===== src/rtl/pa_lsu_spsram_ctrl_1024x4_pkg.sv =====
// Shared LSU definitions for the 1024x4 single-port SRAM controller.
// State encodings and default geometry / init value.
package pa_lsu_spsram_ctrl_1024x4_pkg;

    localparam int LSU_ADDR_W = 10;
    localparam int LSU_DATA_W = 4;
    localparam int LSU_WE_W   = 4;

    localparam logic [3:0] LSU_INIT_VAL = 4'b0000;

    localparam logic [1:0] ST_BOOT  = 2'b00;
    localparam logic [1:0] ST_INIT  = 2'b01;
    localparam logic [1:0] ST_READY = 2'b10;

endpackage


===== src/rtl/pa_lsu_spsram_ctrl_1024x4.sv =====
// Access controller for the LSU 1024x4 single-port SRAM macro.
// Sweeps the array after reset/flush, then serves single-beat reads/writes.
module pa_lsu_spsram_ctrl_1024x4
    import pa_lsu_spsram_ctrl_1024x4_pkg::*;
#(
    parameter int ADDR_WIDTH = LSU_ADDR_W,
    parameter int DATA_WIDTH = LSU_DATA_W,
    parameter int WE_WIDTH   = LSU_WE_W,
    parameter int INIT_EN    = 1,
    parameter logic [DATA_WIDTH-1:0] INIT_VAL = LSU_INIT_VAL
) (
    input  logic                  CLK,
    input  logic                  RST,
    input  logic                  flush_req,
    output logic                  init_done,
    input  logic                  req_vld,
    output logic                  req_rdy,
    input  logic                  req_wr,
    input  logic [ADDR_WIDTH-1:0] req_addr,
    input  logic [DATA_WIDTH-1:0] req_wdata,
    input  logic [WE_WIDTH-1:0]   req_wen,
    output logic                  rd_vld,
    output logic [DATA_WIDTH-1:0] rd_data,
    output logic [ADDR_WIDTH-1:0] A,
    output logic                  CEN,
    output logic                  GWEN,
    output logic [WE_WIDTH-1:0]   WEN,
    output logic [DATA_WIDTH-1:0] D,
    input  logic [DATA_WIDTH-1:0] Q
);

    localparam logic [ADDR_WIDTH-1:0] CNT_LAST = '1;
    localparam logic [ADDR_WIDTH-1:0] CNT_ONE  = {{(ADDR_WIDTH-1){1'b0}}, 1'b1};

    logic [1:0]            state_q, state_d;
    logic [ADDR_WIDTH-1:0] cnt_q, cnt_d;
    logic                  rd_pend_q, rd_pend_d;
    logic [ADDR_WIDTH-1:0] a_q;
    logic [DATA_WIDTH-1:0] d_q;

    logic in_init, in_ready, acc, acc_wr, acc_rd, issue;

    assign in_init  = (state_q == ST_INIT);
    assign in_ready = (state_q == ST_READY);
    assign req_rdy  = in_ready & ~flush_req;
    assign acc      = req_vld & req_rdy;
    assign acc_wr   = acc & req_wr;
    assign acc_rd   = acc & ~req_wr;
    assign issue    = in_init | acc;

    assign init_done = in_ready;
    assign rd_vld    = rd_pend_q;
    assign rd_data   = Q;
    assign rd_pend_d = acc_rd;

    // Next state and sweep counter; flush restarts the sweep from 0.
    always_comb begin
        state_d = state_q;
        cnt_d   = cnt_q;
        case (state_q)
            ST_BOOT: begin
                state_d = (INIT_EN != 0) ? ST_INIT : ST_READY;
                cnt_d   = '0;
            end
            ST_INIT: begin
                cnt_d = cnt_q + CNT_ONE;
                if (cnt_q == CNT_LAST) begin
                    state_d = ST_READY;
                end
            end
            ST_READY: begin
                if (flush_req) begin
                    state_d = ST_INIT;
                    cnt_d   = '0;
                end
            end
            default: begin
                state_d = ST_BOOT;
                cnt_d   = '0;
            end
        endcase
    end

    // SRAM pin mux; idle cycles park A/D on their last driven values.
    always_comb begin
        CEN  = ~issue;
        GWEN = ~(in_init | acc_wr);
        WEN  = '1;
        A    = a_q;
        D    = d_q;
        if (in_init) begin
            WEN = '0;
            A   = cnt_q;
            D   = INIT_VAL;
        end else if (acc) begin
            A = req_addr;
            if (req_wr) begin
                WEN = req_wen;
                D   = req_wdata;
            end
        end
    end

    // FSM, counter and read-pending flag.
    always_ff @(posedge CLK or posedge RST) begin
        if (RST) begin
            state_q   <= ST_BOOT;
            cnt_q     <= '0;
            rd_pend_q <= 1'b0;
        end else begin
            state_q   <= state_d;
            cnt_q     <= cnt_d;
            rd_pend_q <= rd_pend_d;
        end
    end

    // Last driven address/data, held while the array is idle.
    always_ff @(posedge CLK or posedge RST) begin
        if (RST) begin
            a_q <= '0;
            d_q <= '0;
        end else if (issue) begin
            a_q <= A;
            d_q <= D;
        end
    end

endmodule


===== config.mk =====
export PLATFORM = sky130hd
export DESIGN_NAME = pa_lsu_spsram_ctrl_1024x4
export DESIGN_NICKNAME = d
export VERILOG_FILES = /design/src/rtl/pa_lsu_spsram_ctrl_1024x4_pkg.sv /design/src/rtl/pa_lsu_spsram_ctrl_1024x4.sv
export SDC_FILE = /design/constraint.sdc
export NUM_CORES = 1
export LEC_CHECK = 0
export ABC_AREA = 1
export CELL_PAD_IN_SITES_DETAIL_PLACEMENT = 0
export CELL_PAD_IN_SITES_GLOBAL_PLACEMENT = 2
export CORE_UTILIZATION = 24
export DETAILED_ROUTE_END_ITERATION = 8
export GPL_TIMING_DRIVEN = 0
export MAX_ROUTING_LAYER = met4
export PLACE_DENSITY = 0.85
export SLEW_MARGIN = 5
export SYNTH_ARGS = -nofsm -noshare
export SYNTH_HDL_FRONTEND = slang
export SYNTH_SLANG_ARGS = --single-unit

===== constraint.sdc =====
create_clock -name CLK -period 1.84 [get_ports CLK]
set_clock_uncertainty 0.2 [all_clocks]
set_input_delay 0.368 -clock CLK [delete_from_list [all_inputs] [get_ports CLK]]
set_output_delay 0.368 -clock CLK [all_outputs]
set_load 0.02 [all_outputs]

# Word level (Yosys, flattened, before mapping)
# Cells that the tools add are included.
# totals
ff_bits	27
inputBits	27
output_inout_bits	27
# op_classes
addsub	1
eq_ne	5
muxes	13
bitwise	10
n_reduce_logical	2
# ops
operator	n
10-bit 2-to-1 mux	3
4-bit 2-to-1 mux	6
10-bit one-hot mux with 2 select lines	1
10-bit by 1-bit adder with 10-bit output (second input constant)	1
10-bit equality test (second input constant)	1
2-bit one-hot mux with 3 select lines	1
1-bit AND	4
2-bit 2-to-1 mux	2
1-bit NOT	4
2-bit by 1-bit equality test with 1-bit output (second input constant)	1
2-bit equality test (second input constant)	1
2-bit logical NOT	1
2-bit by 1-bit inequality test with 1-bit output (second input constant)	1
2-bit inequality test (second input constant)	1
1-bit OR	2
2-bit AND reduction	1

# Logic depth before layout (Yosys ltp)
# logic_depth
depth_word	6
ltp_mapped	7
mapped_depth_nobuf	7

# Least setup slack after synthesis
# No wires, ideal clock.
# synth_path
kind	register to output
start	register state_q[0]
end	output D[2]
t_arrival_ns	1.294
required_time_ns	1.272
setup_slack_ns	-0.022
stages_incl_launch_ff	7
path_buffers	1
path_cell_list	dfrtp_1 > nor2_4 > nand2_4 > nor2_8 > buf_12 > nand2_2 > o21ai_0
# synth_between
elab_chain_len	5
# synth_lines
element	line_no	rtl
start, declared	pa_lsu_spsram_ctrl_1024x4.sv:35	logic [1:0] state_q, state_d;
start signal, assigned	pa_lsu_spsram_ctrl_1024x4.sv:111	state_q <= state_d;
2-bit equality test	pa_lsu_spsram_ctrl_1024x4.sv:44	assign in_ready = (state_q == ST_READY);
named net init_done	pa_lsu_spsram_ctrl_1024x4.sv:15	output logic init_done,
1-bit AND	pa_lsu_spsram_ctrl_1024x4.sv:45	assign req_rdy = in_ready & ~flush_req;
1-bit AND	pa_lsu_spsram_ctrl_1024x4.sv:46	assign acc = req_vld & req_rdy;
4-bit 2-to-1 mux	pa_lsu_spsram_ctrl_1024x4.sv:95	end else if (acc) begin
4-bit 2-to-1 mux	pa_lsu_spsram_ctrl_1024x4.sv:91	if (in_init) begin
end, declared	pa_lsu_spsram_ctrl_1024x4.sv:28	output logic [DATA_WIDTH-1:0] D,
# The timed path passes the listed nets, and every way through them passes these cells.

# Worst setup path in the final report
# layout_path
start	register state_q[0]
end	output A[4]
# layout_between
elab_chain_len	5
# layout_lines
element	line_no	rtl
2-bit equality test	pa_lsu_spsram_ctrl_1024x4.sv:44	
1-bit AND	pa_lsu_spsram_ctrl_1024x4.sv:45	
1-bit AND	pa_lsu_spsram_ctrl_1024x4.sv:46	
10-bit 2-to-1 mux	pa_lsu_spsram_ctrl_1024x4.sv:95	
10-bit 2-to-1 mux *	pa_lsu_spsram_ctrl_1024x4.sv:91	
end, declared	pa_lsu_spsram_ctrl_1024x4.sv:24	output logic [ADDR_WIDTH-1:0] A,
# Every way passes the cells marked *; elsewhere a longest branch is shown, timed or not.

==> reports/metrics.cfg <==
[status]
outcome = finished, violations left
violations = negative setup slack

[worst_setup_path]
cpPeakStageDelay_ns = 0.49
worstSetupPathType = reg2out
slowest_stage = dfrtp_2
crit_path_start_kind = flop
arrival_ns = 1.60
cp.required_ns = 1.27
crit_fanout = 6
endpoint_kind = output pin
path_cells = nor2_4 -> nand2_4 -> nor2_8 -> clkbuf_16 -> nand2_2 -> nand3_2 -> buf_6

[clocking]
cts-hold-fix-buffers = 0
clk_latency_ns = 0.28
cts.sinks = 27
cts_tree = built
clock-root-buffer = clkbuf_8
htree_levels = 1
clock_path_buffers = 2
cts_buffers = 3
clk_pin_slew_ns = 0.11

[layout]
n_antenna_cell = 0
drive_gt1_frac = 0.353
stdcell_count = 355
nNetsFinal = 307
postLayoutCellArea_um2 = 2510
fin_util = 0.398
syn_to_final_growth_pct = 60.8

[power]
pwr-share-clk = 0.345
p_sw_frac = 0.235
p_sw_mw = 0.247
power_density_nw_per_um2 = 416
max-vdd-ir-drop_v = 0.000269
p_int_mw = 0.801
comb_power_share = 0.089
p_seq_frac = 0.566
p_leak_nw = 1.27

[synthesis]
synth.distinct_cells = 24
postSynthAreaPerCell_um2 = 7.59
syn_nets = 234
synth_area_um2 = 1560
ys_ff_latch = 27
yosysWarnings = 0
syn-instance-count = 206
seq_area_frac_synth = 0.432

[detailed_routing]
routedWlPerCell_um = 12.8
via_count = 1579
dr.pass1.iters = 4
dr.first_iter.drc_count = 54
ant_nets = 0
drt_drc_violations_left = 0
via_per_inst = 4.45
wl_mm = 4.55

[floorplan]
die_x_um = 82.7
rows = 29
core_um2 = 6310
io_pins = 54
dieArea_um2 = 6840
fp.dieH_um = 82.7
start_util = 0.248

[place]
dp.cells = 331
hpwl_mm = 3.16
dpl_cell_area_um2 = 2150
post-place-ws_ns = -0.870
io_buffers = 48
place.gp.congestion = 0.785

[sta]
slew_headroom = 0.576
drv_slew = 0
worst_slew_pin_slew_ns = 0.634
clock.fmax_mhz = 462
rsz0062_at_grt = yes
hold_viol_final = 0
setup_ws_ns = -0.326
layout_min_cycle_time_ns = 2.17
setup_violations = 21
min_period_over_period = 1.18

[flow_run]
drv_cap = 0

[global_routing]
grt_pass1_vias = 1362
grt_pass1_wl_mm = 6.80
grtUsageTotal = 0.137
grt_max_degree = 28
grt_antenna_before_repair = 0
grt_overflow = 0

[worst_hold_path]
min_path_type = in2reg

==> timing repair <==
item | 4_1_cts | 5_1_grt
gates cloned | 0 | 1
pin swaps | 6 | 6
gates resized for setup | 140 | 24
setup buffers | 14 | 5
endpoints found under the setup margin | 22 | 23
==> final timing paths <==
kind | start | endpoint | slack [ns] | cells after the start
max | state_q[0] | A[4] | -0.33 | 7
min | req_wr | rd_vld | 0.27 | 2
max reg2reg | state_q[1] | cnt_q[6] | 0.31 | 8
min reg2reg | a_q[6] | a_q[6] | 0.32 | 2
max in group asynchronous | RST | state_q[0] | 0.73 | 2
min in group asynchronous | RST | d_q[0] | 0.32 | 2
==> area by class of cell <==
cell class                      count  area, µm²
Clock buffer                        3       41.3
Buffer                             10       95.1
Multi-Input combinational cell    148        833
Fill cell                         666       3800
Inverter                           21       85.1
Clock inverter                      1       7.51
Tap cell                           77       96.3
Timing Repair Buffer               68        679
Sequential cell                    27        677
==> state kept, by name (all words and copies together) (netlist names) <==
register,cells
cnt_q,10
state_q,2
d_q,4
rd_vld,1
a_q,10
==> power by group through the flow <==
stage               Clock, mW  Combinational (mW)  Sequential, mW
floorplan                   0              0.0307           0.605
global placement            0              0.0918           0.605
detailed placement          0              0.0917           0.605
CTS                     0.378              0.0930           0.593
global route            0.390               0.102           0.593
finish                  0.361              0.0933           0.593
==> metrics by stage <==
step / TNS, ns / hold slack, ns / total power [mW]
detailed placement: -18.53 / 0.301 / 0.696
finish: -5.69 / 0.267 / 1.05
global placement: -18.11 / 0.292 / 0.696
floorplan: -0.0107 / 0.221 / 0.635
global route: -7.38 / 0.318 / 1.08
CTS: -6.30 / 0.266 / 1.06
==> layer usage <==
| metal | track usage | up-vias | wire [µm] |
|---|---|---|---|
| met4 | 0.0310 | 0 | 0 |
| met1 | 0.167 | 725 | 2030 |
| met3 | 0.0176 | 0 | 244 |
| met5 | - | - | 0 |
| met2 | 0.239 | 43 | 2280 |
| li1 | - | 811 | - |
==> logic make-up after synthesis <==
| group | synth area share |
|---|---|
| buf+inv | 0.103 |
| compound gates | 0.0848 |
| simple gates | 0.372 |
| flops | 0.432 |
| fa+ha+maj | 0.00800 |
==> synth_stat cells, drive strengths merged <==
| master | n | share of area |
|---|---|---|
| nor3 | 1 | 0.0064 |
| clkbuf | 1 | 0.0024 |
| ha | 1 | 0.0080 |
| inv | 21 | 0.050 |
| nor2 | 12 | 0.049 |
| dfrtp | 27 | 0.43 |
| buf | 9 | 0.050 |
| nand2 | 72 | 0.20 |
| o211ai | 1 | 0.0048 |
| a22o | 1 | 0.0056 |
| o21ai | 20 | 0.064 |
| a21oi | 2 | 0.0064 |
| nand4 | 2 | 0.0080 |
| nand3 | 35 | 0.11 |
| o22ai | 1 | 0.0040 |
==> critical path, delay by kind of cell (launching register included) <==
kind,cells,cell delay (ns)
buffers and inverters,2,0.31
flip-flops,1,0.49
AND/OR/NAND/NOR,5,0.52
==> cell usage in the layout (no fill, tap or decap), drive strengths merged <==
cell	Yosys	routed
a21oi	2	2
a22o	1	1
buf	9	50
clkbuf	1	5
clkdlybuf4s50	0	24
clkinvlp	0	2
dfrtp	27	27
dlygate4sd2	0	1
dlymetal6s2s	0	1
ha	1	1
inv	21	20
nand2	72	72
nand3	35	35
nand4	2	2
nor2	12	12
nor3	1	1
o211ai	1	1
o21ai	20	20
o22ai	1	1
Note: power is estimated with default switching activity, not from simulation.
